File: src/rtl/coredma_bd_ram_arbiter_if.sv
`default_nettype none
// +----------------------------------------------------------------------------+
// | coredma_bd_ram_arbiter_if                                                  |
// | Requester and BD RAM signal bundle around the BD RAM arbiter.              |
// | Revision: 1.0                                                              |
// +----------------------------------------------------------------------------+
interface coredma_bd_ram_arbiter_if #(
    parameter int WIDTH  = 128,
    parameter int AWIDTH = 7
);
    logic              req_0;
    logic              req_1;
    logic              we_0;
    logic              we_1;
    logic              lock_0;
    logic              lock_1;
    logic [AWIDTH-1:0] addr_0;
    logic [AWIDTH-1:0] addr_1;
    logic [WIDTH-1:0]  wdata_0;
    logic [WIDTH-1:0]  wdata_1;
    logic              gnt_0;
    logic              gnt_1;
    logic              rvalid_0;
    logic              rvalid_1;
    logic [WIDTH-1:0]  rdata_0;
    logic [WIDTH-1:0]  rdata_1;
    logic              ram_wen;
    logic [AWIDTH-1:0] ram_waddr;
    logic [WIDTH-1:0]  ram_wdata;
    logic              ram_ren;
    logic [AWIDTH-1:0] ram_raddr;
    logic [WIDTH-1:0]  ram_rdata;

    // Requesters plus the RAM wrapper: drives requests and read data.
    modport master (
        output req_0, req_1, we_0, we_1, lock_0, lock_1,
        output addr_0, addr_1, wdata_0, wdata_1, ram_rdata,
        input  gnt_0, gnt_1, rvalid_0, rvalid_1, rdata_0, rdata_1,
        input  ram_wen, ram_waddr, ram_wdata, ram_ren, ram_raddr
    );

    // The arbiter itself.
    modport slave (
        input  req_0, req_1, we_0, we_1, lock_0, lock_1,
        input  addr_0, addr_1, wdata_0, wdata_1, ram_rdata,
        output gnt_0, gnt_1, rvalid_0, rvalid_1, rdata_0, rdata_1,
        output ram_wen, ram_waddr, ram_wdata, ram_ren, ram_raddr
    );
endinterface
`default_nettype wire

File: src/rtl/coredma_bd_ram_arbiter.sv
`default_nettype none
// +----------------------------------------------------------------------------+
// | coredma_bd_ram_arbiter                                                     |
// | Round-robin arbiter with bounded locked bursts in front of the BD RAM.     |
// | Revision: 1.0                                                              |
// +----------------------------------------------------------------------------+
module coredma_bd_ram_arbiter #(
    parameter int WIDTH     = 128,
    parameter int AWIDTH    = 7,
    parameter int RD_LAT    = 1,
    parameter int MAX_BURST = 8
) (
    input  wire logic             CLOCK,
    input  wire logic             RESET,
    coredma_bd_ram_arbiter_if.slave bus
);

    localparam logic [7:0] BURST_LIMIT = 8'(MAX_BURST);

    typedef enum logic [1:0] {
        OWN_NONE = 2'd0,
        OWN_0    = 2'd1,
        OWN_1    = 2'd2
    } own_t;

    own_t              own;
    own_t              own_next;
    logic              pri;
    logic              pri_next;
    logic [7:0]        bcnt;
    logic [7:0]        bcnt_next;
    logic [RD_LAT-1:0] tag_valid;
    logic [RD_LAT-1:0] tag_id;

    logic              keep_0;
    logic              keep_1;
    logic              gnt_0;
    logic              gnt_1;
    logic              any_gnt;
    logic              lock_sel;
    logic              rd_issue;
    logic              wr_issue;

    // Grant selection: a lock owner keeps the RAM until its burst budget is
    // spent while the other side waits; otherwise a sole requester wins and
    // a tie goes to the priority pointer.
    always_comb begin
        keep_0 = (own == OWN_0) && bus.req_0 && ((bcnt < BURST_LIMIT) || !bus.req_1);
        keep_1 = (own == OWN_1) && bus.req_1 && ((bcnt < BURST_LIMIT) || !bus.req_0);
        gnt_0  = 1'b0;
        gnt_1  = 1'b0;
        if (!RESET) begin
            if (keep_0) begin
                gnt_0 = 1'b1;
            end else if (keep_1) begin
                gnt_1 = 1'b1;
            end else if (bus.req_0 && bus.req_1) begin
                gnt_0 = ~pri;
                gnt_1 = pri;
            end else begin
                gnt_0 = bus.req_0;
                gnt_1 = bus.req_1;
            end
        end
    end

    assign any_gnt  = gnt_0 | gnt_1;
    assign lock_sel = gnt_1 ? bus.lock_1 : bus.lock_0;
    assign rd_issue = (gnt_0 & ~bus.we_0) | (gnt_1 & ~bus.we_1);
    assign wr_issue = (gnt_0 &  bus.we_0) | (gnt_1 &  bus.we_1);

    // Priority, lock ownership and burst count next-state.
    always_comb begin
        pri_next  = pri;
        own_next  = own;
        bcnt_next = bcnt;
        if (any_gnt) begin
            pri_next = gnt_0;
            if (lock_sel) begin
                own_next = gnt_1 ? OWN_1 : OWN_0;
                if (own_next == own) begin
                    // Saturate so a long solo burst never wraps back below the limit.
                    bcnt_next = (bcnt == 8'hFF) ? bcnt : bcnt + 8'd1;
                end else begin
                    bcnt_next = 8'd1;
                end
            end else begin
                own_next  = OWN_NONE;
                bcnt_next = 8'd0;
            end
        end else if (((own == OWN_0) && !bus.req_0) || ((own == OWN_1) && !bus.req_1)) begin
            own_next  = OWN_NONE;
            bcnt_next = 8'd0;
        end
    end

    always_ff @(posedge CLOCK) begin
        if (RESET) begin
            pri       <= 1'b0;
            own       <= OWN_NONE;
            bcnt      <= 8'd0;
            tag_valid <= '0;
            tag_id    <= '0;
        end else begin
            pri          <= pri_next;
            own          <= own_next;
            bcnt         <= bcnt_next;
            tag_valid[0] <= rd_issue;
            tag_id[0]    <= gnt_1;
            for (int i = 1; i < RD_LAT; i++) begin
                tag_valid[i] <= tag_valid[i-1];
                tag_id[i]    <= tag_id[i-1];
            end
        end
    end

    assign bus.gnt_0     = gnt_0;
    assign bus.gnt_1     = gnt_1;
    assign bus.ram_wen   = wr_issue;
    assign bus.ram_ren   = rd_issue;
    assign bus.ram_waddr = gnt_1 ? bus.addr_1  : bus.addr_0;
    assign bus.ram_raddr = gnt_1 ? bus.addr_1  : bus.addr_0;
    assign bus.ram_wdata = gnt_1 ? bus.wdata_1 : bus.wdata_0;

    // Returns are masked during reset so flushed tags never surface.
    assign bus.rvalid_0  = ~RESET & tag_valid[RD_LAT-1] & ~tag_id[RD_LAT-1];
    assign bus.rvalid_1  = ~RESET & tag_valid[RD_LAT-1] &  tag_id[RD_LAT-1];
    assign bus.rdata_0   = bus.ram_rdata;
    assign bus.rdata_1   = bus.ram_rdata;

endmodule
`default_nettype wire

File: src/flat_wrapper.sv
// flat-port wrapper written by rule: the top's interface ports become plain ports
module coredma_bd_ram_arbiter_flat 
#(
    parameter int WIDTH     = 128,
    parameter int AWIDTH    = 7,
    parameter int RD_LAT    = 1,
    parameter int MAX_BURST = 8
)
  (CLOCK, RESET, bus_req_0, bus_req_1, bus_we_0, bus_we_1, bus_lock_0, bus_lock_1, bus_addr_0, bus_addr_1, bus_wdata_0, bus_wdata_1, bus_ram_rdata, bus_gnt_0, bus_gnt_1, bus_rvalid_0, bus_rvalid_1, bus_rdata_0, bus_rdata_1, bus_ram_wen, bus_ram_waddr, bus_ram_wdata, bus_ram_ren, bus_ram_raddr);
  coredma_bd_ram_arbiter_if #(.WIDTH(WIDTH), .AWIDTH(AWIDTH)) bus_i ();
  input  wire logic CLOCK;
  input  wire logic RESET;
  input wire logic [$bits(bus_i.req_0)-1:0] bus_req_0;
  input wire logic [$bits(bus_i.req_1)-1:0] bus_req_1;
  input wire logic [$bits(bus_i.we_0)-1:0] bus_we_0;
  input wire logic [$bits(bus_i.we_1)-1:0] bus_we_1;
  input wire logic [$bits(bus_i.lock_0)-1:0] bus_lock_0;
  input wire logic [$bits(bus_i.lock_1)-1:0] bus_lock_1;
  input wire logic [$bits(bus_i.addr_0)-1:0] bus_addr_0;
  input wire logic [$bits(bus_i.addr_1)-1:0] bus_addr_1;
  input wire logic [$bits(bus_i.wdata_0)-1:0] bus_wdata_0;
  input wire logic [$bits(bus_i.wdata_1)-1:0] bus_wdata_1;
  input wire logic [$bits(bus_i.ram_rdata)-1:0] bus_ram_rdata;
  output wire logic [$bits(bus_i.gnt_0)-1:0] bus_gnt_0;
  output wire logic [$bits(bus_i.gnt_1)-1:0] bus_gnt_1;
  output wire logic [$bits(bus_i.rvalid_0)-1:0] bus_rvalid_0;
  output wire logic [$bits(bus_i.rvalid_1)-1:0] bus_rvalid_1;
  output wire logic [$bits(bus_i.rdata_0)-1:0] bus_rdata_0;
  output wire logic [$bits(bus_i.rdata_1)-1:0] bus_rdata_1;
  output wire logic [$bits(bus_i.ram_wen)-1:0] bus_ram_wen;
  output wire logic [$bits(bus_i.ram_waddr)-1:0] bus_ram_waddr;
  output wire logic [$bits(bus_i.ram_wdata)-1:0] bus_ram_wdata;
  output wire logic [$bits(bus_i.ram_ren)-1:0] bus_ram_ren;
  output wire logic [$bits(bus_i.ram_raddr)-1:0] bus_ram_raddr;
  assign bus_i.req_0 = bus_req_0;
  assign bus_i.req_1 = bus_req_1;
  assign bus_i.we_0 = bus_we_0;
  assign bus_i.we_1 = bus_we_1;
  assign bus_i.lock_0 = bus_lock_0;
  assign bus_i.lock_1 = bus_lock_1;
  assign bus_i.addr_0 = bus_addr_0;
  assign bus_i.addr_1 = bus_addr_1;
  assign bus_i.wdata_0 = bus_wdata_0;
  assign bus_i.wdata_1 = bus_wdata_1;
  assign bus_i.ram_rdata = bus_ram_rdata;
  assign bus_gnt_0 = bus_i.gnt_0;
  assign bus_gnt_1 = bus_i.gnt_1;
  assign bus_rvalid_0 = bus_i.rvalid_0;
  assign bus_rvalid_1 = bus_i.rvalid_1;
  assign bus_rdata_0 = bus_i.rdata_0;
  assign bus_rdata_1 = bus_i.rdata_1;
  assign bus_ram_wen = bus_i.ram_wen;
  assign bus_ram_waddr = bus_i.ram_waddr;
  assign bus_ram_wdata = bus_i.ram_wdata;
  assign bus_ram_ren = bus_i.ram_ren;
  assign bus_ram_raddr = bus_i.ram_raddr;
  coredma_bd_ram_arbiter #(.WIDTH(WIDTH), .AWIDTH(AWIDTH), .RD_LAT(RD_LAT), .MAX_BURST(MAX_BURST)) u_core (.CLOCK(CLOCK), .RESET(RESET), .bus(bus_i));
endmodule
File: config.mk
export PLATFORM = sky130hd
export DESIGN_NAME = coredma_bd_ram_arbiter_flat
export DESIGN_NICKNAME = d
export VERILOG_FILES = /design/src/rtl/coredma_bd_ram_arbiter_if.sv /design/src/rtl/coredma_bd_ram_arbiter.sv /design/src/flat_wrapper.sv
export SDC_FILE = /design/constraint.sdc
export NUM_CORES = 1
export LEC_CHECK = 0
export ABC_AREA = 1
export CELL_PAD_IN_SITES_DETAIL_PLACEMENT = 1
export CELL_PAD_IN_SITES_GLOBAL_PLACEMENT = 1
export CORE_AREA = 4 4 318 320
export CTS_BUF_LIST = sky130_fd_sc_hd__clkbuf_4 sky130_fd_sc_hd__clkbuf_8
export DETAILED_ROUTE_END_ITERATION = 12
export DIE_AREA = 0 0 322 324
export MAX_ROUTING_LAYER = met4
export PLACE_DENSITY = 0.4
export SYNTH_ARGS = -nofsm -noshare
export SYNTH_HDL_FRONTEND = slang
export SYNTH_SLANG_ARGS = --single-unit
export TNS_END_PERCENT = 100
File: constraint.sdc
create_clock -name CLOCK -period 3.55 [get_ports CLOCK]
set_clock_uncertainty 0.05 [all_clocks]
set_input_delay 0.8875 -clock CLOCK [delete_from_list [all_inputs] [get_ports CLOCK]]
set_output_delay 0.8875 -clock CLOCK [all_outputs]
set_load 0.01 [all_outputs]
==> qor.txt <==
final hold vios = 0
Yosys top cell area share = 43.5%
drt total wl = 40,100 um
Fillers = 11,956
combinational power share = 79.1%
Worst R2R Path Depth = 16
Clock Path Buffers = 2
Sw Ratio = 41.6%
pin count of the biggest net entering global routing = 20
final worst-path cycle share = 96.8%
Largest stage delay, worst path = 280 ps
Synthesized Nets = 1,243
endpoint type of the worst setup path = output pin
DR iter-0 viols = 160
die area = 104,000 um^2
Final GP Congestion = 0.769
row cnt = 115
CP Cell Sequence = buf_4, buf_4, nand2_2, a21oi_4, nand2_8, buf_12, buf_12, bufbuf_16, nand2_1, nand2_2, buf_6
status = completed
Hold Crit Depth = 2
clk root buf = clkbuf_8
Synth Cell Area = 4540 um^2
achievable frequency = 0.291 GHz
GRT Util Overall = 7.41%
share of layout cells above drive strength 1 = 14.7%
CP Max Fanout = 10
Critical-path top delay cell = bufbuf_16
post-synth top area cell = buf_4
Post-CTS Hold Buffers = 0
Psw = 0.657 mW
Inserted Clock Buffers = 3
drt first pass iters = 4
largest cells by area after synthesis = buf_4 (44%), nand2_1 (36%), dfxtp_1 (5.7%)
yosys warns = 0
drt via density = 2.45
R2R Setup Slk = 1010 ps
sink count of the clock tree = 13
Starting Density = 4.62%
Slew HR = 78.0%
RSZ-0062 raised after global routing = false
worst min-delay path startpoint = u_core.pri
port buffer count = 425
H-tree depth = 1
crit start category = input port
internal power = 0.924 mW
syn avg cell area = 5.43 um^2
HP Class = reg -> reg
I/O pins = 810
per-cell routed wire length = 17.3 um
Residual DRC = 0
nets = 1,430
#FFs+latches synth = 13
Post-Layout Cell Count = 2,317
Reg clk slew, reported paths = 60 ps
clock latency on the worst-skew pair = 250 ps
max-slew violations = 0
global-route wire length before repair = 52,000 um
Leakage Power = 3.92 nW
sequential cell area fraction in the yosys report = 5.73%
total grt overflow = 0
critical path class = in -> out
Worst Setup Slack post-DPL = -678 ps
worst r2r dst = u_core.bcnt[3]
Reg power frac = 11.5%
Tmin final = 3440 ps
routed via count = 5,687
antenna violations before repair = 16
Arr. time, crit path = 2500 ps
post-route antenna net violation count = 0
Die X = 322 um
Hold EP = u_core.pri
most frequent cells in the layout = nand2_1 (423), clkdlybuf4s50_1 (277), dlygate4sd2_1 (69)
die height = 324 um
commonest non-fill, non-tap cell in the layout = nand2_1
CP required = 2610 ps
PwrDens = 176 nW/um^2
Core Region = 98,100 um^2
worst hold slack = 460 ps
post-synth cell types = 28
Final WS setup = 112 ps
Cells after Synth = 836
Worst-Margin Slew = 329 ps
DP HPWL = 32,900 um
peak supply drop = 102 uV
start of the worst register-to-register path = u_core.bcnt[3]
Setup-failing EPs final = 0
Max-Cap Viols = 0
placed insts = 2,274
CTS tree = done
Tot Pwr = 1.58 mW
vias in the first global route = 6,148
Clock Power Share = 9.4%
area delta synth->final = 97.5%
-- cell type report --
| class | count | area, um^2 | area share (%) |
|---|---|---|---|
| multi-input cells | 508 | 2120 | 23.6 |
| well taps | 1287 | 1610 | 18.0 |
| diodes | 8 | 20.0 | 0.223 |
| flip-flops and latches | 13 | 260 | 2.90 |
| repair inverters | 1 | 11.3 | 0.126 |
| inverters | 20 | 91.3 | 1.02 |
| clock buffers | 4 | 48.8 | 0.544 |
| repair buffers | 476 | 4800 | 53.6 |
-- cell families after synthesis --
family | count (synthesis) | synth area share (%)
AOI/OAI and AO/OA | 13 | 2.07
xor gates and xnor gates | 5 | 0.965
adders and majority gates | 1 | 0.276
buffers and inverters | 315 | 48.6
DFF | 13 | 5.73
and+or+nand+nor | 489 | 42.4
-- sequential cells by signal (all words and copies together), names as in the netlist --
name / cells
u_core.bcnt: 8
u_core.tag_id: 1
u_core.own: 2
u_core.tag_valid: 1
u_core.pri: 1
-- stage by stage --
step / setup TNS, ps / utilization (%) / cell area (um^2)
finish: 0 / 9.13 / 8960
global route: 0 / 9.13 / 8960
CTS: -22.8 / 9.16 / 8980
detailed placement: -79840 / 8.69 / 8530
global placement: -81990 / 8.69 / 8530
floorplan: 0 / - / 4540
-- power by group through the flow --
stage / sequential [mW] / clock [mW] / combinational [mW]
after floorplan: 0.180 / 0 / 0.710
after global placement: 0.184 / 0 / 1.23
after detailed placement: 0.185 / 0 / 1.23
after CTS: 0.182 / 0.154 / 1.29
after global routing: 0.185 / 0.164 / 1.37
final: 0.181 / 0.148 / 1.25
-- metal layers --
metal | track usage, % | part of all wire, %
met2 | 10.8 | 42
met4 | 1.52 | 2.3
met3 | 5.47 | 16
met1 | 8.11 | 39
met5 | - | 0
-- worst max-delay path by stage --
stage,start,end,slack (ps),cells after the start
after global routing,bus_req_1,bus_ram_wdata[98],20,12
after floorplan,bus_req_0,bus_ram_waddr[0],570,10
after detailed placement,bus_req_0,bus_ram_waddr[0],-680,10
after global placement,bus_req_0,bus_ram_waddr[0],-690,10
final,bus_req_1,bus_ram_wdata[48],110,11
after CTS,bus_req_0,bus_ram_raddr[6],-20,10
-- critical path: cells and delay by family --
family                 cells  cell delay (ps)
AO/OA/AOI/OAI              1              230
buffers and inverters      6              940
AND/OR/NAND/NOR            4              400
-- cell usage after synthesis --
cell      instances
xnor2_1           2
nor2_2            1
nor2_1           28
or2_4             1
o21ai_4           1
buf_2            21
xor2_1            3
o22ai_1           2
clkbuf_1          9
inv_2             3
ha_1              1
buf_4           263
nand4_1           3
nand3_2           2
nand3_1           8
dfxtp_1          13
nor3_1            1
buf_6             1
buf_1             1
nor2_4            1
nand2_4           4
nand2_1         435
inv_1            17
nand2_2           5
o21ai_0           4
a21oi_4           1
a22o_1            1
a21oi_1           4
-- repair_timing --
item                                    4_1_cts  5_1_grt
gates cloned                                 12        0
pin swaps                                     2        0
buffers inserted                             18        1
endpoints found under the setup margin      146       88
resized for setup                           351       19
Note: power is estimated with default switching activity, not from simulation.
